===== src/rtl/mem_arbiter.sv =====
// mem_arbiter: round-robin arbiter sharing the single-port main RAM between
// the CPU core and the debug/loader port.
//
// One access is in flight at a time. A winning request is captured into
// registered RAM controls, the winner sees a one-cycle gnt pulse, and for
// reads the arbiter waits out the fixed RAM latency before returning the data
// with a one-cycle rvalid pulse. Read data is held until that port's next read.
//
// Parameters:
//   ADDR_W  RAM address width
//   DATA_W  data width
//   RD_LAT  cycles from address-driven cycle to RAM read data valid (>= 1)
//
// Ports:
//   clk, reset_n                      clock, synchronous active-low reset
//   cpu_req/we/addr/wdata             CPU request and payload (held until gnt)
//   cpu_gnt, cpu_rvalid, cpu_rdata    CPU grant pulse, read-valid pulse, held data
//   dbg_*                             same set for the debug/loader port
//   ram_addr, ram_wren, ram_wdata     registered RAM controls
//   ram_rdata                         RAM read data, RD_LAT cycles after address
module mem_arbiter #(
   parameter int unsigned ADDR_W = 32,
   parameter int unsigned DATA_W = 32,
   parameter int unsigned RD_LAT = 2
) (
   input  logic              clk,
   input  logic              reset_n,
   input  logic              cpu_req,
   input  logic              cpu_we,
   input  logic [ADDR_W-1:0] cpu_addr,
   input  logic [DATA_W-1:0] cpu_wdata,
   output logic              cpu_gnt,
   output logic              cpu_rvalid,
   output logic [DATA_W-1:0] cpu_rdata,
   input  logic              dbg_req,
   input  logic              dbg_we,
   input  logic [ADDR_W-1:0] dbg_addr,
   input  logic [DATA_W-1:0] dbg_wdata,
   output logic              dbg_gnt,
   output logic              dbg_rvalid,
   output logic [DATA_W-1:0] dbg_rdata,
   output logic [ADDR_W-1:0] ram_addr,
   output logic              ram_wren,
   output logic [DATA_W-1:0] ram_wdata,
   input  logic [DATA_W-1:0] ram_rdata
);

   localparam int unsigned CntW = (RD_LAT > 1) ? $clog2(RD_LAT + 1) : 1;

   typedef enum logic [1:0] {StIdle, StIssue, StWait} state_e;

   state_e            state_q, state_d;
   logic [CntW-1:0]   cnt_q, cnt_d;
   logic              owner_q, owner_d;        // 1 = dbg owns the access
   logic              last_win_q, last_win_d;  // 1 = dbg won last arbitration
   logic              we_q, we_d;
   logic [ADDR_W-1:0] ram_addr_q, ram_addr_d;
   logic [DATA_W-1:0] ram_wdata_q, ram_wdata_d;
   logic              ram_wren_q, ram_wren_d;
   logic              cpu_gnt_q, cpu_gnt_d;
   logic              dbg_gnt_q, dbg_gnt_d;
   logic              cpu_rvalid_q, cpu_rvalid_d;
   logic              dbg_rvalid_q, dbg_rvalid_d;
   logic [DATA_W-1:0] cpu_rdata_q, cpu_rdata_d;
   logic [DATA_W-1:0] dbg_rdata_q, dbg_rdata_d;
   logic              win_dbg;

   // dbg wins when it is alone, or on a tie when the CPU won last time.
   assign win_dbg = dbg_req && (!cpu_req || !last_win_q);

   always_comb begin
      state_d      = state_q;
      cnt_d        = cnt_q;
      owner_d      = owner_q;
      last_win_d   = last_win_q;
      we_d         = we_q;
      ram_addr_d   = ram_addr_q;
      ram_wdata_d  = ram_wdata_q;
      ram_wren_d   = 1'b0;
      cpu_gnt_d    = 1'b0;
      dbg_gnt_d    = 1'b0;
      cpu_rvalid_d = 1'b0;
      dbg_rvalid_d = 1'b0;
      cpu_rdata_d  = cpu_rdata_q;
      dbg_rdata_d  = dbg_rdata_q;

      unique case (state_q)
         StIdle: begin
            if (cpu_req || dbg_req) begin
               state_d     = StIssue;
               owner_d     = win_dbg;
               last_win_d  = win_dbg;
               we_d        = win_dbg ? dbg_we : cpu_we;
               ram_addr_d  = win_dbg ? dbg_addr : cpu_addr;
               ram_wdata_d = win_dbg ? dbg_wdata : cpu_wdata;
               // gnt and wren are registered so they line up with the ISSUE cycle
               ram_wren_d  = win_dbg ? dbg_we : cpu_we;
               cpu_gnt_d   = !win_dbg;
               dbg_gnt_d   = win_dbg;
            end
         end
         StIssue: begin
            if (we_q) begin
               state_d = StIdle;
            end else begin
               state_d = StWait;
               cnt_d   = CntW'(RD_LAT);
            end
         end
         StWait: begin
            if (cnt_q == CntW'(1)) begin
               state_d = StIdle;
               if (owner_q) begin
                  dbg_rvalid_d = 1'b1;
                  dbg_rdata_d  = ram_rdata;
               end else begin
                  cpu_rvalid_d = 1'b1;
                  cpu_rdata_d  = ram_rdata;
               end
            end else begin
               cnt_d = cnt_q - CntW'(1);
            end
         end
         default: state_d = StIdle;
      endcase
   end

   always_ff @(posedge clk) begin
      if (!reset_n) begin
         state_q      <= StIdle;
         cnt_q        <= '0;
         owner_q      <= 1'b0;
         last_win_q   <= 1'b1;  // CPU wins the first tie
         we_q         <= 1'b0;
         ram_addr_q   <= '0;
         ram_wdata_q  <= '0;
         ram_wren_q   <= 1'b0;
         cpu_gnt_q    <= 1'b0;
         dbg_gnt_q    <= 1'b0;
         cpu_rvalid_q <= 1'b0;
         dbg_rvalid_q <= 1'b0;
         cpu_rdata_q  <= '0;
         dbg_rdata_q  <= '0;
      end else begin
         state_q      <= state_d;
         cnt_q        <= cnt_d;
         owner_q      <= owner_d;
         last_win_q   <= last_win_d;
         we_q         <= we_d;
         ram_addr_q   <= ram_addr_d;
         ram_wdata_q  <= ram_wdata_d;
         ram_wren_q   <= ram_wren_d;
         cpu_gnt_q    <= cpu_gnt_d;
         dbg_gnt_q    <= dbg_gnt_d;
         cpu_rvalid_q <= cpu_rvalid_d;
         dbg_rvalid_q <= dbg_rvalid_d;
         cpu_rdata_q  <= cpu_rdata_d;
         dbg_rdata_q  <= dbg_rdata_d;
      end
   end

   assign cpu_gnt    = cpu_gnt_q;
   assign dbg_gnt    = dbg_gnt_q;
   assign cpu_rvalid = cpu_rvalid_q;
   assign dbg_rvalid = dbg_rvalid_q;
   assign cpu_rdata  = cpu_rdata_q;
   assign dbg_rdata  = dbg_rdata_q;
   assign ram_addr   = ram_addr_q;
   assign ram_wren   = ram_wren_q;
   assign ram_wdata  = ram_wdata_q;

endmodule


===== config.mk =====
export PLATFORM = sky130hd
export DESIGN_NAME = mem_arbiter
export DESIGN_NICKNAME = d
export VERILOG_FILES = /design/src/rtl/mem_arbiter.sv
export SDC_FILE = /design/constraint.sdc
export NUM_CORES = 1
export LEC_CHECK = 0
export BUFFER_PORTS_ARGS = -buffer_cell sky130_fd_sc_hd__buf_2
export CORE_ASPECT_RATIO = 0.6
export CORE_MARGIN = 2
export CORE_UTILIZATION = 45
export CTS_CLUSTER_SIZE = 28
export DETAILED_ROUTE_END_ITERATION = 8
export PLACE_DENSITY = 0.84
export SLEW_MARGIN = 20
export SYNTH_ARGS = -nofsm -noshare
export SYNTH_HDL_FRONTEND = slang
export SYNTH_SLANG_ARGS = --single-unit

===== constraint.sdc =====
create_clock -name clk -period 1.9 [get_ports clk]
set_clock_uncertainty 0.05 [all_clocks]
set_input_delay 0.38 -clock clk [delete_from_list [all_inputs] [get_ports clk]]
set_output_delay 0.38 -clock clk [all_outputs]
set_load 0.01 [all_outputs]

==> results of run 1 <==
==> report_power, final <==
part           internal, uW  switching (uW)
Combinational           492             572
Clock                  2080            1260
Sequential             3130             119
Total                  5700            1960
==> kinds of logic after synthesis <==
family	Yosys count	synth area share
and+or+nand+nor	248	0.2348
AOI/OAI and AO/OA	137	0.1889
buffers and inverters	68	0.05801
DFF	140	0.5136
adders and majority gates	2	0.004585
==> placed cells by master, fill, tap and decap left out, types with 2 or more instances in the layout <==
cell,n
inv_1,3
nand3_1,64
ha_1,2
nor3_2,28
nor2_1,9
nor3_1,38
a221o_1,66
dfxtp_1,140
o21ai_0,65
clkbuf_1,2
nand2_1,98
buf_4,4
a211oi_1,2
inv_6,4
clkinvlp_4,4
bufinv_16,3
buf_12,8
buf_2,298
clkbuf_16,17
nor3b_1,4
==> flip-flops by register name (all words and copies together) (netlist names) <==
name	cells
state_q	2
ram_wdata	32
cpu_rdata	32
dbg_gnt	1
dbg_rdata	32
we_q	1
cpu_gnt	1
owner_q	1
cnt_q	2
ram_wren	1
cpu_rvalid	1
dbg_rvalid	1
last_win_q	1
ram_addr	32
==> routing by layer <==
| metal | GRT usage | wire length, um | vias up |
|---|---|---|---|
| met5 | 0 | 0 | - |
| met4 | 0.06443 | 211 | 0 |
| met3 | 0.05204 | 857 | 20 |
| met2 | 0.3465 | 7335 | 189 |
| met1 | 0.3109 | 7253 | 2511 |
| li1 | - | - | 2693 |
==> final timing paths <==
| path | slack, ps | from | endpoint |
|---|---|---|---|
| worst max-delay path | 270 | state_q[1] | ram_addr[4] |
| worst min-delay path | 150 | dbg_addr[12] | ram_addr[12] |
| worst max register to register | 270 | state_q[1] | ram_addr[4] |
| worst min register to register | 420 | dbg_rdata[6] | dbg_rdata[6] |
==> stage by stage <==
step | utilization | total power, uW | std cells | setup WS (ps) | hold slack [ps]
after floorplan | - | 3902 | 595 | 264.1 | 417.7
after global placement | 0.5907 | 4349 | 1005 | 260.4 | 397.3
after detailed placement | 0.5907 | 4368 | 1005 | 230.0 | 406.9
after CTS | 0.6407 | 7707 | 1036 | 292.9 | 129.8
after global routing | 0.6407 | 7962 | 1036 | 182.3 | 128.4
final | 0.6407 | 7656 | 1036 | 271.2 | 146.5
==> area by class of cell <==
type	count	area share
well taps	165	0.02697
inverters	3	0.001471
clock buffers	19	0.05656
clock inverters	12	0.02142
multi-input cells	387	0.3077
flip-flops and latches	140	0.3662
repair buffers	310	0.2197
==> results.json, run 1 <==
{
  "drt_wl_total_mm": 15.66,
  "reg2reg_depth": 4,
  "numCtsBuffers": 17,
  "hold_depth": 2,
  "std_cell_rows": 31,
  "setup_tns_ps": 0,
  "design.core.area_um2": 11950,
  "critPathCaptureType": "register",
  "io_pins": 299,
  "yosys_warnings": 0,
  "async_flop_share": 0,
  "vias_per_cell": 5.225,
  "syn-num-nets": 763,
  "grt_pass1_vias": 4726,
  "clock_sinks": 140,
  "vias": 5413,
  "yosys.area.top_type_share": 0.5136,
  "rsz0062_at_grt": "false",
  "drcViolationCount": 0,
  "area_growth_pct": 40.27,
  "worstMarginPinSlew_ps": 487.8,
  "relSlewSlack": 0.6748,
  "synth_area_leaders": "dfxtp_1, a221o_1, nand2_1",
  "cts_hold_buf": 0,
  "fmax_ghz": 0.6140,
  "synth_area_um2": 5456,
  "synth_common_cells": "dfxtp_1, nand2_1, a221o_1",
  "path_depth": 4,
  "track_usage": 0.2218,
  "multi_input_area_um2": 2355,
  "dominantRegCellSynth": "dfxtp_1",
  "grt_pass1_wl_mm": 23.61,
  "post_cts_resize_count": 0,
  "fin_nets": 1027,
  "grt_max_degree": 97,
  "dieHeight_um": 89.30,
  "ys_types": 28,
  "critical_path.cell_chain": "nor2_1 > and4_2 > buf_4 > a221o_1",
  "cts_buffer_depth": 2,
  "clkTransAtPathRegs_ps": 60,
  "slew_violations": 0,
  "io_buffers": 298,
  "synth_edf_count": 0,
  "power.density_nw_per_um2": 1000,
  "htree_levels": 4,
  "start_util": 0.4567,
  "grt_overflow_total": 0,
  "drive_above_1_share": 0.4282,
  "critPathKind": "register to register",
  "crit_buf_inv": 1,
  "status": "complete, no violations",
  "finalSetupViolations": 0,
  "cp_top_family": "flip-flops",
  "n_antenna_cell": 0,
  "antenna_found_initial": 0,
  "p_leak_uw": 0.003637,
  "hold_viol": 0,
  "dpl-instance-area_um2": 7057,
  "synth.avg_cell_area_um2": 9.171,
  "timing.max_cap.violations": 0,
  "fin_crit_ps": 1629,
  "yosys_register_bits": 140,
  "drtAntennaViolNets": 0,
  "fp.dieW_um": 146.2,
  "cts-root-buf": "clkbuf_16",
  "cts_setup_buffers": 0,
  "synth.most_common_cell": "dfxtp_1",
  "hold_class": "input port to register",
  "cp_slowest_stage_delay_ps": 500,
  "ir_drop_mv": 0.7373,
  "drt_iter0_markers": 324,
  "cp-start-kind": "register",
  "worstPathRequired_ps": 2130,
  "fill_cells": 1025,
  "slowest_stage": "dfxtp_1",
  "drt-wirelength-per-cell_um": 15.11,
  "finalCritPeriodShare": 0.8573,
  "synth_top_area_cell": "dfxtp_1",
  "dpl.hpwl_mm": 11.08,
  "cts_tree": "yes",
  "cp_max_fo": 28,
  "dieArea_um2": 13050,
  "crit_arrival_ps": 1860,
  "finalInstanceArea_um2": 7654,
  "synth_cells": 595,
  "ys_seq_area_frac": 0.5136,
  "drtPass1Iterations": 4,
  "seq_area_um2": 2803,
  "place.gp.congestion": 0.7801,
  "worstSkewPairLatency_ps": 390
}
(Power assumes the default switching activity.)
==> run 2: changes to the inputs <==
--- a/config.mk
+++ b/config.mk
@@ -8,10 +8,11 @@
 export BUFFER_PORTS_ARGS = -buffer_cell sky130_fd_sc_hd__buf_2
 export CORE_ASPECT_RATIO = 0.6
 export CORE_MARGIN = 2
-export CORE_UTILIZATION = 45
+export CORE_UTILIZATION = 46
+export CTS_BUF_LIST = sky130_fd_sc_hd__clkbuf_2 sky130_fd_sc_hd__clkbuf_4 sky130_fd_sc_hd__clkbuf_8
 export CTS_CLUSTER_SIZE = 28
 export DETAILED_ROUTE_END_ITERATION = 8
-export PLACE_DENSITY = 0.84
+export PLACE_DENSITY = 0.85
 export SLEW_MARGIN = 20
 export SYNTH_ARGS = -nofsm -noshare
 export SYNTH_HDL_FRONTEND = slang
==> constraint.sdc (replaced) <==
create_clock -name clk -period 1.9 [get_ports clk]
set_clock_uncertainty 0.05 [all_clocks]
set_input_delay 0.38 -clock clk [delete_from_list [all_inputs] [get_ports clk]]
set_output_delay 0.38 -clock clk [all_outputs]
set_load 0.005 [all_outputs]
==> results.json, run 2 (synthesis gave the netlist of run 1 again) <==
{
  "multi_input_area_um2": 2355,
  "antenna_found_initial": 0,
  "clkPwrFrac": 0.375,
  "htree_levels": 4,
  "dpl.hpwl_mm": 11.36,
  "track_usage": 0.2324,
  "cp_slowest_stage_delay_ps": 510,
  "critPathCaptureType": "register",
  "slowest_stage": "dfxtp_1",
  "cts_hold_buf": 0,
  "power.density_nw_per_um2": 908.4,
  "fmax_ghz": 0.6107,
  "design.core.area_um2": 11450,
  "seqPwrFrac": 0.477,
  "cp-start-kind": "register",
  "cts_setup_buffers": 0,
  "drive_above_1_share": 0.4312,
  "area_growth_pct": 37.10,
  "status": "complete, no violations",
  "std_cell_rows": 30,
  "drcViolationCount": 0,
  "power.internal_uw": 5014,
  "finalCritPeriodShare": 0.8618,
  "dpl-instance-area_um2": 7051,
  "vias": 5459,
  "post_cts_resize_count": 0,
  "ir_drop_mv": 0.4277,
  "n_antenna_cell": 0,
  "place.gp.congestion": 0.7853,
  "grt_pass1_vias": 4849,
  "fp.dieW_um": 144.6,
  "io_pins": 299,
  "timing.max_cap.violations": 0,
  "clock_sinks": 140,
  "grt_pass1_wl_mm": 23.78,
  "dieHeight_um": 88.37,
  "reg2reg_depth": 4,
  "fill_cells": 948,
  "crit_arrival_ps": 1890,
  "hold_class": "input port to register",
  "seq_area_um2": 2803,
  "comb_power_share": 0.147,
  "drt-wirelength-per-cell_um": 15.42,
  "cp_max_fo": 28,
  "worstMarginPinSlew_ps": 661.6,
  "grt_overflow_total": 0,
  "numCtsBuffers": 17,
  "vias_per_cell": 5.290,
  "rsz0062_at_grt": "false",
  "critical_path.cell_chain": "nor2_1 > and4_2 > buf_4 > a221o_1",
  "start_util": 0.4766,
  "drt_iter0_markers": 333,
  "relSlewSlack": 0.5590,
  "setup_tns_ps": 0,
  "p_leak_uw": 0.003570,
  "mostFrequentLayoutCells": "buf_2, dfxtp_1, nand2_1",
  "worstSkewPairLatency_ps": 420,
  "final_common_cell": "buf_2",
  "fin_nets": 1027,
  "cts-root-buf": "clkbuf_8",
  "finalInstanceArea_um2": 7481,
  "clkTransAtPathRegs_ps": 90,
  "hold_depth": 2,
  "switchingPower_uw": 1782,
  "dieArea_um2": 12780,
  "grt_max_degree": 99,
  "drtAntennaViolNets": 0,
  "switching_share": 0.2622,
  "slew_violations": 0,
  "io_buffers": 298,
  "power.total_uw": 6796,
  "cts_buffer_depth": 2,
  "critPathKind": "register to register",
  "worstPathRequired_ps": 2160,
  "cts_tree": "yes",
  "drtPass1Iterations": 5,
  "hold_viol": 0,
  "drt_wl_total_mm": 15.91,
  "finalSetupViolations": 0,
  "fin_crit_ps": 1637
}
==> run 2: cell types whose count changed in the layout (fill, tap and decap cells not counted), sizes merged <==
cell	change
inv	-1
clkbuf	+1
clkinv	+2
clkinvlp	-1
==> run 2: path summary, 6_finish.rpt <==
path | startpoint | to | slack [ps]
setup / recovery | state_q[1] | ram_wdata[29] | 260
hold / removal | dbg_addr[5] | ram_addr[5] | 120
setup reg to reg | state_q[1] | ram_wdata[29] | 260
hold reg to reg | cpu_rdata[1] | cpu_rdata[1] | 420
==> run 2: final cells by class <==
cell class,instances,share of cell area
timing repair buffer,310,0.2248
sequential,140,0.3746
clock buffer,20,0.03596
tap,160,0.02676
multi-input combinational,387,0.3148
inverter,3,0.001505
clock inverter,12,0.02158
==> run 2: worst max-delay path, delay by kind of cell, from the launching register on <==
family | cells | cell delay, ps
AO/OA/AOI/OAI | 1 | 320
AND/OR/NAND/NOR | 2 | 420
buffers and inverters | 1 | 230
flip-flops | 1 | 510
==> run 2: layer usage <==
layer | up-vias | GRT usage | routed length (um)
met4 | 0 | 0.08561 | 291
met2 | 201 | 0.3537 | 7369
met5 | - | 0 | 0
met1 | 2536 | 0.3200 | 7253
met3 | 29 | 0.06223 | 1000
li1 | 2693 | - | -
==> run 2: stage by stage <==
stage | std cells | setup WS, ps | util | hold WS (ps)
after floorplan | 595 | 264.1 | - | 415.9
after global placement | 1000 | 265.1 | 0.6158 | 397.9
after detailed placement | 1000 | 209.5 | 0.6158 | 406.1
after CTS | 1032 | 269.6 | 0.6534 | 90.99
after global routing | 1032 | 132.7 | 0.6534 | 92.79
final | 1032 | 262.6 | 0.6534 | 122.7
==> run 2: power groups by stage <==
stage	registers (uW)	logic, uW	clock network [uW]
2_1_floorplan	3300	534	0
3_3_place_gp	3300	985	0
3_5_place_dp	3300	999	0
4_1_cts	3240	999	2610
5_1_grt	3270	1090	2740
6_report	3240	1000	2550
==> run 3: changes to the inputs <==
--- a/config.mk
+++ b/config.mk
@@ -6,6 +6,7 @@
 export NUM_CORES = 1
 export LEC_CHECK = 0
 export BUFFER_PORTS_ARGS = -buffer_cell sky130_fd_sc_hd__buf_2
+export CAP_MARGIN = 20
 export CORE_ASPECT_RATIO = 0.6
 export CORE_MARGIN = 2
 export CORE_UTILIZATION = 46
@@ -13,6 +14,7 @@
 export CTS_CLUSTER_SIZE = 28
 export DETAILED_ROUTE_END_ITERATION = 8
 export PLACE_DENSITY = 0.85
+export RECOVER_POWER = 50
 export SLEW_MARGIN = 20
 export SYNTH_ARGS = -nofsm -noshare
 export SYNTH_HDL_FRONTEND = slang
==> results.json, run 3 (synthesis gave the netlist of run 1 again) <==
{
  "htree_levels": 4,
  "drtPass1Iterations": 5,
  "cts_buffer_depth": 2,
  "drt_iter0_markers": 345,
  "fmax_ghz": 0.6013,
  "finalSetupViolations": 0,
  "clkTransAtPathRegs_ps": 80,
  "drt-wirelength-per-cell_um": 15.45,
  "n_antenna_cell": 0,
  "grt_pass1_vias": 4849,
  "grt_overflow_total": 0,
  "antenna_found_initial": 0,
  "ir_drop_mv": 0.4046,
  "area_growth_pct": 34.56,
  "track_usage": 0.2324,
  "grt_pass1_wl_mm": 23.78,
  "vias_per_cell": 5.287,
  "drive_above_1_share": 0.3154,
  "hold_viol": 0,
  "fill_cells": 1010,
  "final_common_cell": "buf_2",
  "cp_max_fo": 65,
  "cts-root-buf": "clkbuf_8",
  "status": "complete, no violations",
  "cts_tree": "yes",
  "wl_met2_mm": 7.353,
  "setup_ws_ps": 237.0,
  "critical_path.cell_chain": "ha_1 > nand4b_1 > clkbuf_4 > nand3_1 > o21ai_0",
  "slowest_stage": "dfxtp_1",
  "setup_tns_ps": 0,
  "crit_arrival_ps": 1890,
  "cp-start-kind": "register",
  "drcViolationCount": 0,
  "clock_sinks": 140,
  "dieHeight_um": 88.37,
  "dpl.hpwl_mm": 11.36,
  "cts_setup_buffers": 0,
  "pre_cts_ws_ps": 209.5,
  "m1WireLength_mm": 7.349,
  "critPathCaptureType": "register",
  "top_layer": "met4",
  "cp_slowest_stage_delay_ps": 410,
  "cts_hold_buf": 0,
  "p_leak_uw": 0.003145,
  "start_util": 0.4766,
  "grt_max_degree": 99,
  "dieArea_um2": 12780,
  "slew_violations": 0,
  "io_pins": 299,
  "worstPathRequired_ps": 2130,
  "numCtsBuffers": 17,
  "power.density_nw_per_um2": 921.7,
  "std_cell_rows": 30,
  "place.gp.congestion": 0.7853,
  "dr_wl_met3_um": 969,
  "post_cts_resize_count": 0,
  "vias": 5456,
  "fin_nets": 1027,
  "finalCritPeriodShare": 0.8753,
  "mostFrequentLayoutCells": "buf_2, dfxtp_1, clkbuf_1",
  "drt_wl_total_mm": 15.94,
  "design.core.area_um2": 11450,
  "critPathKind": "register to register",
  "fin_crit_ps": 1663,
  "fp.dieW_um": 144.6,
  "relSlewSlack": 0.5611,
  "drtAntennaViolNets": 0,
  "rsz0062_at_grt": "false",
  "timing.max_cap.violations": 0,
  "hold_class": "input port to register",
  "rrSetupSlack_ps": 240,
  "io_buffers": 298,
  "worstSkewPairLatency_ps": 420,
  "worstMarginPinSlew_ps": 658.4
}
## run 3: changes by cell type in the layout (fill, tap and decap cells not counted)
cell	change
buf_2	-101
buf_1	+2
buf_12	-1
clkbuf_1	+99
clkbuf_4	+1
## run 3: metal layers
layer	vias to the layer above	global-route usage
li1	2692	-
met5	-	0
met3	27	0.06223
met2	202	0.3537
met1	2535	0.3200
met4	0	0.08561
## run 3: path summary, 6_finish.rpt
| path | cells past startpoint | endpoint | from |
|---|---|---|---|
| setup / recovery | 5 | dbg_rdata[5] | cnt_q[0] |
| setup reg to reg | 5 | dbg_rdata[5] | cnt_q[0] |
| hold / removal | 2 | ram_addr[5] | dbg_addr[5] |
| hold reg to reg | 2 | cpu_rdata[20] | cpu_rdata[20] |
## run 3: cell type report
type,instances,area (um^2),area share
clock inverter,12,161.4,0.02198
inverter,3,11.26,0.001534
sequential,140,2803,0.3817
timing repair buffer,310,1543,0.2101
tap,160,200.2,0.02727
multi-input combinational,387,2355,0.3207
clock buffer,20,269.0,0.03664
## run 3: power breakdown
part	total (uW)	switching, uW	internal, uW	leakage (uW)
Clock	2550	1150	1400	0.000210
Sequential	3250	122	3130	0.00114
Combinational	965	512	453	0.00179
## run 3: stage by stage
step	std cells	cell area (um^2)	total power, uW	utilization	hold slack (ps)
after floorplan	595	5456	3835	-	415.9
after CTS	1032	7481	6852	0.6534	90.99
after detailed placement	1000	7051	4302	0.6158	406.1
after global placement	1000	7051	4290	0.6158	397.9
final	1032	7342	6767	0.6413	123.1
after global routing	1032	7342	7073	0.6413	92.79
## run 3: worst max-delay path: cells and delay by family, from the launching register on
kind | cells | cell delay [ps]
DFF | 1 | 410
buffers and inverters | 1 | 410
and+or+nand+nor | 2 | 310
adders and majority gates | 1 | 230
AOI/OAI and AO/OA | 1 | 100
